`config.mk`:
```
export PLATFORM = sky130hd
export DESIGN_NAME = hazard_ctrl
export DESIGN_NICKNAME = d
export VERILOG_FILES = /design/src/rtl/hazard_pkg.sv /design/src/rtl/hazard_ctrl_sat_counter.sv /design/src/rtl/hazard_ctrl.sv
export SDC_FILE = /design/constraint.sdc
export NUM_CORES = 1
export LEC_CHECK = 0
export ABC_CLOCK_PERIOD_IN_PS = 4250
export CAP_MARGIN = 30
export CORE_MARGIN = 3
export CORE_UTILIZATION = 54
export DETAILED_ROUTE_END_ITERATION = 8
export PLACE_DENSITY = 0.89
export SLEW_MARGIN = 20
export SYNTH_ARGS = -nofsm -noshare
export SYNTH_HDL_FRONTEND = slang
export SYNTH_SLANG_ARGS = --single-unit
```
`constraint.sdc`:
```
create_clock -name clk -period 4.25 [get_ports clk]
set_clock_uncertainty 0.2 [all_clocks]
set_input_delay 0.6375 -clock clk [delete_from_list [all_inputs] [get_ports clk]]
set_output_delay 0.6375 -clock clk [all_outputs]
set_load 0.05 [all_outputs]
```
`src/rtl/hazard_pkg.sv`:
```
// Shared definitions for the pipeline hazard controller: stage indices,
// redirect FSM states and the per-rule stall/flush vectors.
// Latency: n/a (constants only). Backpressure: n/a.
package hazard_pkg;

  // Bit positions in the stall/flush vectors
  localparam int STG_PC    = 0;
  localparam int STG_IFID  = 1;
  localparam int STG_IDEX  = 2;
  localparam int STG_EXMEM = 3;
  localparam int STG_MEMWB = 4;

  localparam logic [4:0] M_PC    = 5'(1 << STG_PC);
  localparam logic [4:0] M_IFID  = 5'(1 << STG_IFID);
  localparam logic [4:0] M_IDEX  = 5'(1 << STG_IDEX);
  localparam logic [4:0] M_EXMEM = 5'(1 << STG_EXMEM);
  localparam logic [4:0] M_MEMWB = 5'(1 << STG_MEMWB);

  // Data-bus wait freezes everything up to EX/MEM and bubbles MEM/WB
  localparam logic [4:0] STALL_DWAIT = M_PC | M_IFID | M_IDEX | M_EXMEM;
  localparam logic [4:0] FLUSH_DWAIT = M_MEMWB;
  // Watchdog trap squashes every younger-than-WB stage
  localparam logic [4:0] FLUSH_WDOG  = M_IFID | M_IDEX | M_EXMEM;
  // Taken jump squashes the two wrong-path instructions behind EX
  localparam logic [4:0] FLUSH_JUMP  = M_IFID | M_IDEX;
  // Load-use holds fetch/decode and injects a bubble into EX
  localparam logic [4:0] STALL_LU    = M_PC | M_IFID;
  localparam logic [4:0] FLUSH_LU    = M_IDEX;
  // Fetch wait holds the PC and bubbles decode
  localparam logic [4:0] STALL_IWAIT = M_PC;
  localparam logic [4:0] FLUSH_IWAIT = M_IFID;

  typedef enum logic [1:0] {
    RD_IDLE = 2'd0,
    RD_PEND = 2'd1,
    RD_FIRE = 2'd2
  } redir_state_t;

endpackage

```
`src/rtl/hazard_ctrl_sat_counter.sv`:
```
// Saturating up-counter used for hazard performance statistics.
// Latency: count visible one cycle after inc. Backpressure: none, sticks at all-ones.
// Ports: clk; clr (synchronous clear, wins over inc); inc (count one event); cnt (value).
module sat_counter #(
  parameter int W = 32
) (
  input  logic         clk,
  input  logic         clr,
  input  logic         inc,
  output logic [W-1:0] cnt
);

  always_ff @(posedge clk) begin
    if (clr) begin
      cnt <= '0;
    end else if (inc && (cnt != '1)) begin
      cnt <= cnt + W'(1);
    end
  end

endmodule

```
`src/rtl/hazard_ctrl.sv`:
```
// Five-stage pipeline hazard controller: per-stage stall/flush, PC redirect, bus watchdog.
// Latency: stall/flush/redirect combinational; counters and timeout_o one cycle later.
// Backpressure: bus waits hold the pipe; a jump during an unfinished fetch is parked until it ends.
// Ports: clk/rst; jump_en_i/jump_addr_i from EX; ex_is_load_i/rs_hit_i for load-use;
//   ibus_*/dbus_* busy/done status; stall_o/flush_o indexed pc,if_id,id_ex,ex_mem,mem_wb;
//   jump_en_o/jump_addr_o redirect; timeout_o sticky trap flag; cnt_*_o event counters.
module hazard_ctrl
  import hazard_pkg::*;
#(
  parameter int              XLEN       = 64,
  parameter int              LU_BUBBLES = 1,
  parameter int              TO_CYCLES  = 1023,
  parameter logic [XLEN-1:0] TRAP_VEC   = XLEN'(64'h8000_0000),
  parameter int              CNT_W      = 32
) (
  input  logic             clk,
  input  logic             rst,
  input  logic             jump_en_i,
  input  logic [XLEN-1:0]  jump_addr_i,
  input  logic             ex_is_load_i,
  input  logic             rs_hit_i,
  input  logic             ibus_busy_i,
  input  logic             ibus_done_i,
  input  logic             dbus_busy_i,
  input  logic             dbus_done_i,
  output logic [4:0]       stall_o,
  output logic [4:0]       flush_o,
  output logic             jump_en_o,
  output logic [XLEN-1:0]  jump_addr_o,
  output logic             timeout_o,
  output logic [CNT_W-1:0] cnt_dstall_o,
  output logic [CNT_W-1:0] cnt_istall_o,
  output logic [CNT_W-1:0] cnt_lu_o,
  output logic [CNT_W-1:0] cnt_redir_o
);

  localparam int WD_W = $clog2(TO_CYCLES + 1);

  redir_state_t    state, state_n;
  logic [XLEN-1:0] pend_addr, pend_addr_n;
  logic [1:0]      lu_cnt, lu_cnt_n;
  logic [WD_W-1:0] wd_cnt, wd_cnt_n;
  logic            timeout_q, timeout_n;

  logic [4:0]      stall, flush;
  logic            jen;
  logic [XLEN-1:0] jaddr;
  logic            inc_dstall, inc_istall, inc_lu;

  logic iwait, dwait, wd_fire, jump_rule, lu_hit;

  assign iwait     = ibus_busy_i & ~ibus_done_i;
  assign dwait     = dbus_busy_i & ~dbus_done_i;
  assign wd_fire   = (wd_cnt == WD_W'(TO_CYCLES - 1)) & (iwait | dwait);
  // A parked redirect owns the PC, so new jumps are not accepted in PEND
  assign jump_rule = (state == RD_FIRE) | (jump_en_i & (state == RD_IDLE));
  assign lu_hit    = (lu_cnt != 2'd0) | (rs_hit_i & ex_is_load_i);

  always_ff @(posedge clk) begin
    if (rst) begin
      state     <= RD_IDLE;
      pend_addr <= '0;
      lu_cnt    <= '0;
      wd_cnt    <= '0;
      timeout_q <= 1'b0;
    end else begin
      state     <= state_n;
      pend_addr <= pend_addr_n;
      lu_cnt    <= lu_cnt_n;
      wd_cnt    <= wd_cnt_n;
      timeout_q <= timeout_n;
    end
  end

  always_comb begin
    stall       = '0;
    flush       = '0;
    jen         = 1'b0;
    jaddr       = '0;
    state_n     = state;
    pend_addr_n = pend_addr;
    lu_cnt_n    = lu_cnt;
    timeout_n   = timeout_q;
    inc_dstall  = 1'b0;
    inc_istall  = 1'b0;
    inc_lu      = 1'b0;
    wd_cnt_n    = (iwait | dwait) ? wd_cnt + WD_W'(1) : '0;

    if (wd_fire) begin
      jen       = 1'b1;
      jaddr     = TRAP_VEC;
      flush     = FLUSH_WDOG;
      state_n   = RD_IDLE;
      lu_cnt_n  = '0;
      wd_cnt_n  = '0;
      timeout_n = 1'b1;
    end else if (dwait) begin
      // EX is frozen: any jump there re-presents later; a parked fetch may still finish
      stall      = STALL_DWAIT;
      flush      = FLUSH_DWAIT;
      inc_dstall = 1'b1;
      if ((state == RD_PEND) && ibus_done_i) state_n = RD_FIRE;
    end else if (jump_rule) begin
      flush    = FLUSH_JUMP;
      lu_cnt_n = '0;
      if ((state == RD_IDLE) && iwait) begin
        state_n       = RD_PEND;
        pend_addr_n   = jump_addr_i;
        stall[STG_PC] = 1'b1;
      end else begin
        jen     = 1'b1;
        jaddr   = (state == RD_FIRE) ? pend_addr : jump_addr_i;
        state_n = RD_IDLE;
      end
    end else begin
      if (lu_hit) begin
        stall    = STALL_LU;
        flush    = FLUSH_LU;
        inc_lu   = 1'b1;
        // lu_cnt holds the bubbles still owed after this one
        lu_cnt_n = (lu_cnt == 2'd0) ? 2'(LU_BUBBLES - 1) : lu_cnt - 2'd1;
      end else if (iwait) begin
        stall      = STALL_IWAIT;
        flush      = FLUSH_IWAIT;
        inc_istall = 1'b1;
      end
      if (state == RD_PEND) begin
        // Hold PC for the parked target and drop the wrong-path fetch
        stall[STG_PC]   = 1'b1;
        flush[STG_IFID] = 1'b1;
        inc_istall      = 1'b1;
        if (ibus_done_i) state_n = RD_FIRE;
      end
    end
  end

  assign stall_o     = rst ? 5'b0 : stall;
  assign flush_o     = rst ? 5'b0 : flush;
  assign jump_en_o   = rst ? 1'b0 : jen;
  assign jump_addr_o = rst ? '0 : jaddr;
  assign timeout_o   = timeout_q;

  sat_counter #(.W(CNT_W)) u_cnt_dstall (
    .clk(clk), .clr(rst), .inc(inc_dstall), .cnt(cnt_dstall_o));
  sat_counter #(.W(CNT_W)) u_cnt_istall (
    .clk(clk), .clr(rst), .inc(inc_istall), .cnt(cnt_istall_o));
  sat_counter #(.W(CNT_W)) u_cnt_lu (
    .clk(clk), .clr(rst), .inc(inc_lu), .cnt(cnt_lu_o));
  sat_counter #(.W(CNT_W)) u_cnt_redir (
    .clk(clk), .clr(rst), .inc(jen), .cnt(cnt_redir_o));

endmodule

```
# Yosys cells after proc, flatten, opt, wreduce, memory -nomap -nowiden
# Cells that the tools add are included.
# word_totals
regBits	207
output_inout_bits	204
elab_cells	101
# classes
n_addsub	6
eq_ne	8
mux	48
n_bitwise	13
n_reduce_logical	17
# ops
operator	count
64-bit 2-to-1 mux	6
32-bit by 1-bit adder with 32-bit output, second input constant	4
32-bit inequality test, second input constant	4
5-bit 2-to-1 mux	6
1-bit 2-to-1 mux	23
2-bit 2-to-1 mux	10
10-bit by 1-bit adder with 10-bit output, second input constant	1
10-bit == test, second input constant	1
1-bit logical AND	6
3-bit 2-to-1 mux	2
3-bit nonzero test	2
1-bit bitwise AND	5
1-bit NOT	5
2-bit zero test	2
4-bit 2-to-1 mux	1
4-bit AND reduction	1
2-bit nonzero test	2
1-bit OR	3
3-bit AND reduction	1
3-bit OR reduction	1
2-bit by 1-bit == test with 1-bit output, second input constant	1
2-bit == test, second input constant	1
2-bit by 1-bit inequality test with 1-bit output, second input constant	1
2-bit AND reduction	1
2 further kinds	2

# Logic depth before layout (Yosys ltp)
# logic_depth
depth_word	9
depth_mapped	9

# Hierarchy
# From an unflattened synthesis, not the netlist that was laid out.
# hier_totals
hier_cells	1388
hier_area_um2	11592.4
# by_module_without_submodules
module	instances	cells_per_inst	area_per_inst_um2	seq_area_each_um2
sat_counter (u_cnt_dstall ...)	3	199	1674.1	640.6
hazard_ctrl	1	596	4899.7	1581.5
sat_counter (u_cnt_redir)	1	195	1670.4	640.6

# Worst setup path after synthesis
# OpenSTA, ideal clock, no wires.
# synth_path
path_kind	input to output
start	in dbus_done_i
end	out jump_addr_o[31]
arrival_time_ns	3.096
required_time_ns	3.412
setup_slack_ns	0.316
stages	6
path_buffers	2
path_cell_list	nand2b_2 -> a2111oi_4 -> nor2_2 -> buf_2 -> clkbuf_1 -> a311oi_1
# synth_via
elab_chain_len	6
elab_cells_between_ends	7
classes_between	3 x mux; 4 x bitwise
# synth_lines
item	line	source
from (decl)	hazard_ctrl.sv:25	input logic dbus_done_i,
1-bit NOT *	hazard_ctrl.sv:53	assign dwait = dbus_busy_i & ~dbus_done_i;
1-bit bitwise AND *	hazard_ctrl.sv:53	
1-bit OR	hazard_ctrl.sv:54	assign wd_fire = (wd_cnt == WD_W'(TO_CYCLES - 1)) & (iwait | dwait);
1-bit bitwise AND	hazard_ctrl.sv:54	
64-bit 2-to-1 mux *	hazard_ctrl.sv:89	if (wd_fire) begin
64-bit 2-to-1 mux *	hazard_ctrl.sv:140	assign jump_addr_o = rst ? '0 : jaddr;
to (decl)	hazard_ctrl.sv:29	output logic [XLEN-1:0] jump_addr_o,
# Mark *: on every way between the ends. The rest lies on a longest branch, timed or not.

# Worst setup path in the final report
# layout_path
start	in dbus_done_i
end	out jump_addr_o[56]
# The elaborated chain is that of the path after synthesis.

==> results.py <==
metrics = {
    "cts": {
        "cts_tree": "yes",
        "clk_latency_ns": 0.49,
        "clock_sinks": 207,
        "max-clock-path-buffers": 3,
        "cts_hold_buf": 0,
        "cts_setup_buffers": 0,
        "cts.clk_slew.worst_paths_ns": 0.06,
        "cts-htree-levels": 1,
        "clockRootBuffer": "clkbuf_16",
        "ctsResizeCount": 0,
        "cts_made_buffers": 23,
    },
    "routing": {
        "wl_met3_mm": 2.157,
        "top_layer_used": "met5",
        "firstDrtPassIters": 5,
        "drc": 0,
        "drt-vias-per-instance": 6.057,
        "routedWlPerCell_um": 16.48,
        "route.vias.total": 11680,
        "wl_met1_mm": 13.00,
        "drtIter0Drc": 1051,
        "wl_met2_mm": 15.50,
        "routed_wl_mm": 31.77,
        "drtAntennaViolNets": 0,
    },
    "logic_synthesis": {
        "synth_compound_area_frac": 0.2039,
        "ys_warn_count": 0,
        "synthAdderAreaFrac": 0.006970,
        "netlist_top_cells_area": "dfxtp_1 38%, nand2_1 11%, a21oi_1 11%",
        "synth-edff-count": 0,
        "netlist_instances": 1437,
        "yosysTopAreaCellShare": 0.3848,
        "synthSimpleGateAreaFrac": 0.3297,
        "synth_largest_area_cell": "dfxtp_1",
        "ys_ff_latch": 207,
        "synth_xor_area_frac": 0.007319,
        "synth_common_cells": "316 x nand2_1, 230 x a21oi_1, 207 x dfxtp_1, 82 x clkbuf_1, 63 x or4_1",
        "ys_types": 61,
        "synth_top_family_by_area": "simple AND/OR/NAND/NOR gates",
        "syn-mean-instance-area_um2": 7.495,
        "synth_seq_area_share": 0.3848,
        "synth.most_common_cell": "nand2_1",
        "ys.flop_type": "dfxtp_1",
        "synth.mux.area_fraction": 0.02184,
        "async_flop_share": 0,
        "synthesis.area_um2": 10770,
    },
    "global_routing": {
        "grt_start_max_net_pins": 76,
        "grt_pass1_vias": 10690,
        "antenna_found_initial": 2,
        "grt_usage": 0.2746,
        "grt_pass1_wl_mm": 51.38,
        "grt_overflow_total": 0,
    },
    "timing": {
        "setup_violations": 0,
        "tns_ns": 0,
        "layout_min_cycle_time_ns": 3.845,
        "tightestPinTransition_ns": 0.9252,
        "slew_headroom": 0.3790,
        "maxSlewViolCount": 0,
        "fmax_mhz": 260.1,
        "fin_crit_sh": 0.9047,
        "setup_ws_ns": 0.4051,
        "final_hold_viol_count": 0,
        "rsz0062_at_grt": "no",
    },
    "placement": {
        "post-place-ws_ns": 0.4495,
        "placed_area_um2": 13480,
        "gp_congestion": 0.9070,
        "dp.cells": 1892,
        "place_hpwl_mm": 22.31,
        "portBuffers": 274,
    },
    "floorplanning": {
        "io_pins": 277,
        "core-area_um2": 19530,
        "rows": 51,
        "initial_core_util": 0.5516,
        "die_y_um": 147.2,
        "die-width_um": 147.2,
        "die-area_um2": 21680,
    },
    "final_layout": {
        "final_cells": 1928,
        "fin_area_um2": 14130,
        "drive_gt1_frac": 0.09807,
        "nNetsFinal": 1731,
        "area_growth_pct": 31.23,
    },
    "outcome": {
        "status": "finished, final reports clean",
    },
    "pwr": {
        "p_comb_frac": 0.102,
        "power_frac_seq": 0.473,
        "switchingPower_uw": 1042,
        "swShare": 0.2489,
        "p_per_area_nw_per_um2": 296.3,
        "vdd.ir_drop.worst_v": 0.0002391,
        "clockPowerShare": 0.425,
        "p_int_uw": 3145,
        "p_leak_uw": 0.004687,
        "p_total_uw": 4187,
    },
    "worst_setup_path": {
        "end_kind": "primary output",
        "crit_path_start_kind": "input port",
        "required_ns": 3.41,
        "arrival_ns": 3.01,
        "worst-setup-path-type": "input port to primary output",
        "cp_max_fo": 46,
    },
    "flow_run": {
        "maxCapViolations": 0,
    },
    "worst_hold_path": {
        "hold_class": "flip-flop to flip-flop",
    },
}
-- worst max-delay path: stages --
cell,delay [ns]
clkdlybuf4s50_1,0.42
nand2b_2,0.28
a2111oi_4,0.64
nor2_1,0.14
nand2_2,0.33
buf_12,0.26
a21oi_1,0.07
buf_4,0.19
-- per-layer routing --
layer  vias up  track usage
met4         2       0.1076
met1      5477       0.3540
met3        83      0.04041
li1       5659            -
met5         -            0
met2       456       0.4659
-- layout by cell type (no fill, tap or decap), types with 7 or more instances in the layout --
cell type	n
nor2b_1	27
o31ai_1	59
a21oi_1	230
o41ai_1	9
clkbuf_16	23
nand2_1	314
buf_4	84
and2_1	9
inv_1	18
xor2_1	7
nor3_1	13
o21ai_0	48
nor2_1	56
nand3_1	46
nor4_1	20
clkdlybuf4s50_1	200
and4_1	15
and3_1	16
or3_1	37
dfxtp_1	207
mux2_2	19
nand4_1	50
or4_1	63
-- sequential cells by signal (all words and copies together), names as in the netlist --
register / count
u_cnt_dstall.cnt: 32
timeout_o: 1
lu_cnt: 2
state: 2
pend_addr: 64
u_cnt_istall.cnt: 32
u_cnt_lu.cnt: 32
u_cnt_redir.cnt: 32
wd_cnt: 10
-- through the flow --
step / util / hold WS [ns]
after global routing: 0.7238 / 0.2722
after floorplan: - / 0.2366
after detailed placement: 0.6901 / 0.2468
after global placement: 0.6894 / 0.2414
final: 0.7238 / 0.2539
after CTS: 0.7237 / 0.2544
-- area by class of cell --
class	instances	area, um2
diodes	1	2.502
clock buffers	31	635.6
fillers	1602	5393
clock inverters	4	20.02
multi-input cells	1111	6173
repair buffers	291	2759
well taps	265	331.6
flip-flops and latches	207	4144
inverters	18	67.56
-- power groups by stage --
stage                     clock, uW  sequential (uW)  combinational [uW]
final                          1780             1980                 428
after global routing           1900             1980                 457
after CTS                      1810             1980                 426
after detailed placement          0             2020                 425
after global placement            0             2020                 418
after floorplan                   0             2030                 246
-- cell families (layout without fill, tap and decap cells) --
| group | after synthesis | after routing |
|---|---|---|
| and+or+nand+nor | 697 | 697 |
| AOI/OAI and AO/OA | 376 | 376 |
| DFF | 207 | 207 |
| buffers and inverters | 120 | 344 |
| muxes | 21 | 21 |
| xor gates and xnor gates | 9 | 9 |
| adders and majority gates | 6 | 6 |
| other | 1 | 3 |
-- path summary, 6_finish.rpt --
check	startpoint	end	slack (ns)	cells past startpoint
worst max-delay path	dbus_done_i	jump_addr_o[56]	0.41	8
worst min register to register	pend_addr[32]$_SDFFE_PP0P_	pend_addr[32]$_SDFFE_PP0P_	0.25	2
worst max register to register	wd_cnt[0]$_SDFF_PP0_	u_cnt_istall.cnt[5]$_SDFFE_PP0P_	1.04	8
worst min-delay path	pend_addr[32]$_SDFFE_PP0P_	pend_addr[32]$_SDFFE_PP0P_	0.25	2
Note: power is estimated with default switching activity, not from simulation.
